## src/rtl/sum_averager.sv

```systemverilog
// Mean of NUM_INPUTS operands from their signed tree sum: a sequential restoring divide by the
// constant NUM_INPUTS, round half away from zero, then saturate to DATA_WIDTH.
module sum_averager #(
  parameter int unsigned NUM_INPUTS = 10,
  parameter int unsigned DATA_WIDTH = 16,
  parameter int unsigned IN_WIDTH   = DATA_WIDTH + $clog2(NUM_INPUTS)
) (
  input  logic                  clk,
  input  logic                  rst_n,
  input  logic                  valid_in,
  output logic                  ready_in,
  input  logic [IN_WIDTH-1:0]   data_in,
  output logic                  valid_out,
  input  logic                  ready_out,
  output logic [DATA_WIDTH-1:0] data_out,
  output logic                  sat_out
);

  localparam int unsigned RemWidth = $clog2(NUM_INPUTS) + 1;
  localparam int unsigned CntWidth = $clog2(IN_WIDTH);

  localparam logic [RemWidth-1:0] Divisor = RemWidth'(NUM_INPUTS);
  // Magnitude limits at mean width: 2^(DW-1)-1 for positive results, 2^(DW-1) for negative.
  localparam logic [IN_WIDTH:0] PosLimit =
    {{(IN_WIDTH - DATA_WIDTH + 2){1'b0}}, {(DATA_WIDTH - 1){1'b1}}};
  localparam logic [IN_WIDTH:0] NegLimit = PosLimit + {{IN_WIDTH{1'b0}}, 1'b1};
  localparam logic [DATA_WIDTH-1:0] PosClamp = {1'b0, {(DATA_WIDTH - 1){1'b1}}};
  localparam logic [DATA_WIDTH-1:0] NegClamp = {1'b1, {(DATA_WIDTH - 1){1'b0}}};

  if (NUM_INPUTS < 2) begin : gen_param_check
    $error("sum_averager: NUM_INPUTS must be at least 2");
  end

  typedef enum logic [1:0] {StIdle, StDiv, StRound, StHold} state_e;

  state_e                state_q, state_d;
  logic                  sign_q, sign_d;
  // Holds the dividend magnitude; quotient bits shift in at the LSB as dividend bits leave the MSB.
  logic [IN_WIDTH-1:0]   work_q, work_d;
  logic [RemWidth-1:0]   rem_q, rem_d;
  logic [CntWidth-1:0]   cnt_q, cnt_d;
  logic [DATA_WIDTH-1:0] data_q, data_d;
  logic                  sat_q, sat_d;
  logic                  valid_q, valid_d;

  logic [IN_WIDTH-1:0]   abs_in;
  logic [RemWidth-1:0]   rem_shift;
  logic                  rem_ge;
  logic                  round_up;
  logic [IN_WIDTH:0]     mag;
  logic [DATA_WIDTH-1:0] mag_lo;
  logic                  neg;
  logic [DATA_WIDTH-1:0] result;
  logic                  result_sat;

  always_comb begin
    abs_in    = data_in[IN_WIDTH-1] ? (~data_in + {{(IN_WIDTH - 1){1'b0}}, 1'b1}) : data_in;
    rem_shift = {rem_q[RemWidth-2:0], work_q[IN_WIDTH-1]};
    rem_ge    = (rem_shift >= Divisor);
  end

  always_comb begin
    round_up = ({rem_q, 1'b0} >= {1'b0, Divisor});
    mag      = {1'b0, work_q} + {{IN_WIDTH{1'b0}}, round_up};
    mag_lo   = mag[DATA_WIDTH-1:0];
    // A zero magnitude is never reported as negative.
    neg      = sign_q && (mag != '0);
    result     = neg ? -mag_lo : mag_lo;
    result_sat = 1'b0;
    if (!neg && (mag > PosLimit)) begin
      result     = PosClamp;
      result_sat = 1'b1;
    end else if (neg && (mag > NegLimit)) begin
      result     = NegClamp;
      result_sat = 1'b1;
    end
  end

  always_comb begin
    state_d = state_q;
    sign_d  = sign_q;
    work_d  = work_q;
    rem_d   = rem_q;
    cnt_d   = cnt_q;
    data_d  = data_q;
    sat_d   = sat_q;
    valid_d = valid_q;
    unique case (state_q)
      StIdle: begin
        if (valid_in) begin
          sign_d  = data_in[IN_WIDTH-1];
          work_d  = abs_in;
          rem_d   = '0;
          cnt_d   = CntWidth'(IN_WIDTH - 1);
          state_d = StDiv;
        end
      end
      StDiv: begin
        work_d = {work_q[IN_WIDTH-2:0], rem_ge};
        rem_d  = rem_ge ? (rem_shift - Divisor) : rem_shift;
        cnt_d  = cnt_q - CntWidth'(1);
        if (cnt_q == '0) begin
          state_d = StRound;
        end
      end
      StRound: begin
        data_d  = result;
        sat_d   = result_sat;
        valid_d = 1'b1;
        state_d = StHold;
      end
      StHold: begin
        if (ready_out) begin
          valid_d = 1'b0;
          state_d = StIdle;
        end
      end
      default: state_d = StIdle;
    endcase
  end

  always_ff @(posedge clk) begin
    if (!rst_n) begin
      state_q <= StIdle;
      sign_q  <= 1'b0;
      work_q  <= '0;
      rem_q   <= '0;
      cnt_q   <= '0;
      data_q  <= '0;
      sat_q   <= 1'b0;
      valid_q <= 1'b0;
    end else begin
      state_q <= state_d;
      sign_q  <= sign_d;
      work_q  <= work_d;
      rem_q   <= rem_d;
      cnt_q   <= cnt_d;
      data_q  <= data_d;
      sat_q   <= sat_d;
      valid_q <= valid_d;
    end
  end

  assign ready_in  = (state_q == StIdle);
  assign valid_out = valid_q;
  assign data_out  = data_q;
  assign sat_out   = sat_q;

endmodule

```

## config.mk

```make
export PLATFORM = sky130hd
export DESIGN_NAME = sum_averager
export DESIGN_NICKNAME = d
export VERILOG_FILES = /design/src/rtl/sum_averager.sv
export SDC_FILE = /design/constraint.sdc
export NUM_CORES = 1
export LEC_CHECK = 0
export CORE_ASPECT_RATIO = 1.1
export CORE_MARGIN = 4
export CORE_UTILIZATION = 50
export CTS_CLUSTER_SIZE = 40
export DETAILED_ROUTE_END_ITERATION = 12
export GPL_TIMING_DRIVEN = 0
export PLACE_DENSITY = 0.72
export RECOVER_POWER = 100
export SETUP_SLACK_MARGIN = 0.3
export SYNTH_ARGS = -nofsm -noshare
export SYNTH_HDL_FRONTEND = slang
export SYNTH_SLANG_ARGS = --single-unit
```

## constraint.sdc

```tcl
create_clock -name clk -period 6 [get_ports clk]
set_input_delay 0.6 -clock clk [delete_from_list [all_inputs] [get_ports clk]]
set_output_delay 0.6 -clock clk [all_outputs]
set_load 0.05 [all_outputs]
```

==> impl_metrics.csv <==
group,metric,value,unit
run_status,outcome,"completed",
cts,clockRootBuffer,"clkbuf_8",
placement,placed_area,0.004407,mm^2
placement,hpwl,7893,um
timing,slew_headroom,0.2208,
global_routing,grtUsageMet1,0.2831,
timing,fmax,0.2146,GHz
worst_setup_path,end_kind,"register",
cts,clkSlewWorstSetupHoldPaths,0.10,ns
placement,place_congestion,0.8856,
power,p_clk_frac,0.107,
drt,vias_per_cell,5.878,
global_routing,track_usage,0.2258,
placement,port_buffers,41,
power,power_frac_comb,0.643,
floorplan,die_w,91.83,um
power,power_density,451.5,mW/mm^2
global_routing,grt_pass1_wl,17240,um
synthesis,ys_ff_latch,51,
worst_setup_path,crit_path_max_incr_delay,1.03,ns
timing,whs,0.4950,ns
power,p_seq_frac,0.250,
timing,rsz0062_at_grt,"false",
final_layout,antennaDiodeCount,0,
synthesis,synthTopCellsByArea,"dfxtp_1 26%, nand2_1 5.4%, o21ai_0 5.3%",
power,sw_frac_of_total,0.5145,
floorplan,core-area,0.007473,mm^2
timing,period_share,0.7765,
worst_setup_path,arrival,4.87,ns
synthesis,synth_warnings,0,
timing,setup_tns,0,ns
worst_setup_path,worstPathMaxFanout,9,
cts,cts_buffers,5,
synthesis,yosysTopAreaCellShare,0.2642,
cts,cts_hold_buf,0,
synthesis,ys.flop_type,"dfxtp_1",
final_layout,finalNonFillerCells,662,
floorplan,start_util,0.5172,
synthesis,yosys.area.top_type,"dfxtp_1",
global_routing,grt_antenna_before_repair,0,
cts,clock-sinks,51,
global_routing,grt_pass1_vias,3660,
timing,slew_viol_final,0,
global_routing,grt_start_max_net_pins,17,
floorplan,pin_count,43,
cts,cts_tree,"done",
drt,num_vias,3891,
synthesis,async_flop_share,0,
worst_setup_path,crit_top_cell,"ha_1",
cts,cts.repair.resized,0,
synthesis,synth_cell_types,73,
drt,drtAntennaViolNets,0,
worst_setup_path,crit_path_top_delay_cell,"o31ai_1",
drt,drc_errors,0,
final_layout,postLayoutCellArea,0.004419,mm^2
final_layout,area_growth,14.34,%
timing,fin_worst_skew,0.007460,ns
cts,clk_path_buf_depth,2,
flow_run,maxCapViolations,0,
global_routing,use_met3,0.02924,
cts,insertion_delay,0.31,ns
drt,first_pass_iters,5,
cts,htree_num_levels,2,
worst_setup_path,required,6.21,ns
floorplan,die_h,100.2,um
drt,route.detailed.wl_per_inst,15.35,um
timing,final.setup.worst_slack,1.341,ns
synthesis,synthCells,508,
floorplan,die_area,0.009202,mm^2
synthesis,synth-edff-count,0,
timing,hold_violations,0,
global_routing,overflow,0,
timing,worst_pin_slew,1.159,ns
final_layout,drive_gt1_frac,0.05566,
power,internal_power,0.9689,mW
synthesis,postSynthAreaPerCell,7.608,um^2
worst_setup_path,critical_path_class,"register to register",
power,leakage,1.623,nW
timing,period_minus_slack,4.659,ns
global_routing,use_met2,0.3991,
floorplan,rows,33,
power,ir_drop,0.0001737,V
worst_setup_path,crit_chain,"inv_1 -> ha_1 -> a211oi_1 -> nand2_1 -> ha_1 -> ha_1 -> inv_1 -> ha_1 -> nor4b_1 -> a31oi_1 -> a21oi_1 -> nand3_1 -> o31ai_1 -> nor4b_1 -> o31a_1",
worst_hold_path,hp-class,"register to register",
global_routing,grt-busiest-layer,"met2",
synthesis,synth_nets,545,
synthesis,synth-seq-area-share,0.2642,
cts,postCtsSetupBuffers,0,
drt,drt_wl_total,10160,um
worst_setup_path,critPathLaunchType,"register",
placement,dp_cells,654,
power,p_switching,1.027,mW
final_layout,nets,593,
synthesis,syn_area,0.003865,mm^2
placement,pre_cts_slack,1.957,ns
timing,setup_viol,0,
drt,drt-initial-drc-count,309,
## synthesized netlist by cell type (4+ instances only)
master,number
a211oi_1,7
a21oi_1,39
a222oi_1,6
a22oi_1,5
a31oi_1,6
and3_1,5
and4_1,4
buf_2,4
buf_6,4
clkbuf_1,27
dfxtp_1,51
ha_1,13
inv_1,17
nand2_1,56
nand2b_1,4
nand3_1,17
nand3b_1,4
nand4_1,9
nor2_1,46
nor3_1,7
nor4_1,9
o211ai_1,5
o21ai_0,41
o31ai_1,5
or3_1,5
or4_1,6
xnor2_1,18
xor2_1,22
## routing by layer
layer / vias to the layer above / wire length (um)
met1: 1789 / 4579
met5: - / 0
met3: 19 / 496
li1: 1958 / -
met2: 125 / 4872
met4: 0 / 212
## cell families after synthesis
kind of cell               count (synthesis)  synth area share
muxes                                      4           0.01068
and+or+nand+nor                          194            0.2603
AOI/OAI and AO/OA                        150            0.2658
xor gates and xnor gates                  40           0.09064
buffers and inverters                     56           0.06636
adders and majority gates                 13           0.04209
DFF                                       51            0.2642
## path summary, 6_finish.rpt
check | to | cells past startpoint | slack (ns) | startpoint
max | data_out[6]$_SDFFE_PN0P_ | 15 | 1.34 | rem_q[1]$_SDFFE_PN0P_
max reg2reg | data_out[6]$_SDFFE_PN0P_ | 15 | 1.34 | rem_q[1]$_SDFFE_PN0P_
min reg2reg | work_q[18]$_SDFFE_PN0P_ | 2 | 0.49 | work_q[18]$_SDFFE_PN0P_
min | work_q[18]$_SDFFE_PN0P_ | 2 | 0.49 | work_q[18]$_SDFFE_PN0P_
## worst max-delay path, delay by kind of cell, from the launching register on
kind | cells | cell delay (ns)
adder cells (fa/ha/maj) | 4 | 1.16
buffers and inverters | 2 | 0.19
flip-flops | 1 | 0.38
AO/OA/AOI/OAI | 5 | 2.00
AND/OR/NAND/NOR | 4 | 0.81
## power groups by stage
stage,Sequential (mW),Clock (mW),Combinational (mW)
after global routing,0.513,0.232,1.40
after detailed placement,0.509,0,1.34
final,0.500,0.213,1.28
after floorplan,0.635,0,0.870
after global placement,0.505,0,1.32
after CTS,0.501,0.218,1.34
## metrics by stage
stage / total power, mW / util
after global placement: 1.826 / 0.5897
after CTS: 2.063 / 0.6029
final: 1.995 / 0.5913
after detailed placement: 1.846 / 0.5897
after global routing: 2.148 / 0.5913
after floorplan: 1.506 / -
## placed cells by master (no fill, tap or decap), drive strengths merged, types with 5 or more instances in the layout
| cell | count |
|---|---|
| o21ai | 42 |
| a22oi | 5 |
| nor2 | 46 |
| ha | 13 |
| or4 | 7 |
| and3 | 5 |
| clkbuf | 36 |
| nand2 | 56 |
| nand4 | 11 |
| nor3 | 7 |
| clkdlybuf4s50 | 19 |
| o31ai | 7 |
| dlygate4sd3 | 22 |
| xnor2 | 18 |
| nor4 | 9 |
| a211oi | 7 |
| inv | 17 |
| nand3 | 18 |
| a31oi | 6 |
| xor2 | 22 |
| a21oi | 39 |
| a222oi | 6 |
| or3 | 7 |
| o211ai | 5 |
| dfxtp | 51 |
| buf | 8 |
## area by class of cell
cell class,count,area (um^2)
Sequential cell,51,1021
Multi-Input combinational cell,401,2524
Timing Repair Buffer,41,410.4
Fill cell,750,3054
Tap cell,105,131.4
Clock inverter,2,16.27
Inverter,18,67.56
Buffer,38,166.4
Clock buffer,6,82.58
## flip-flops by register name (all words and copies together), names as in the netlist
signal and count:
sat_out 1, valid_out 1, state_q 2, sign_q 1, data_out 16, rem_q 5
cnt_q 5, work_q 20
(Power assumes the default switching activity.)
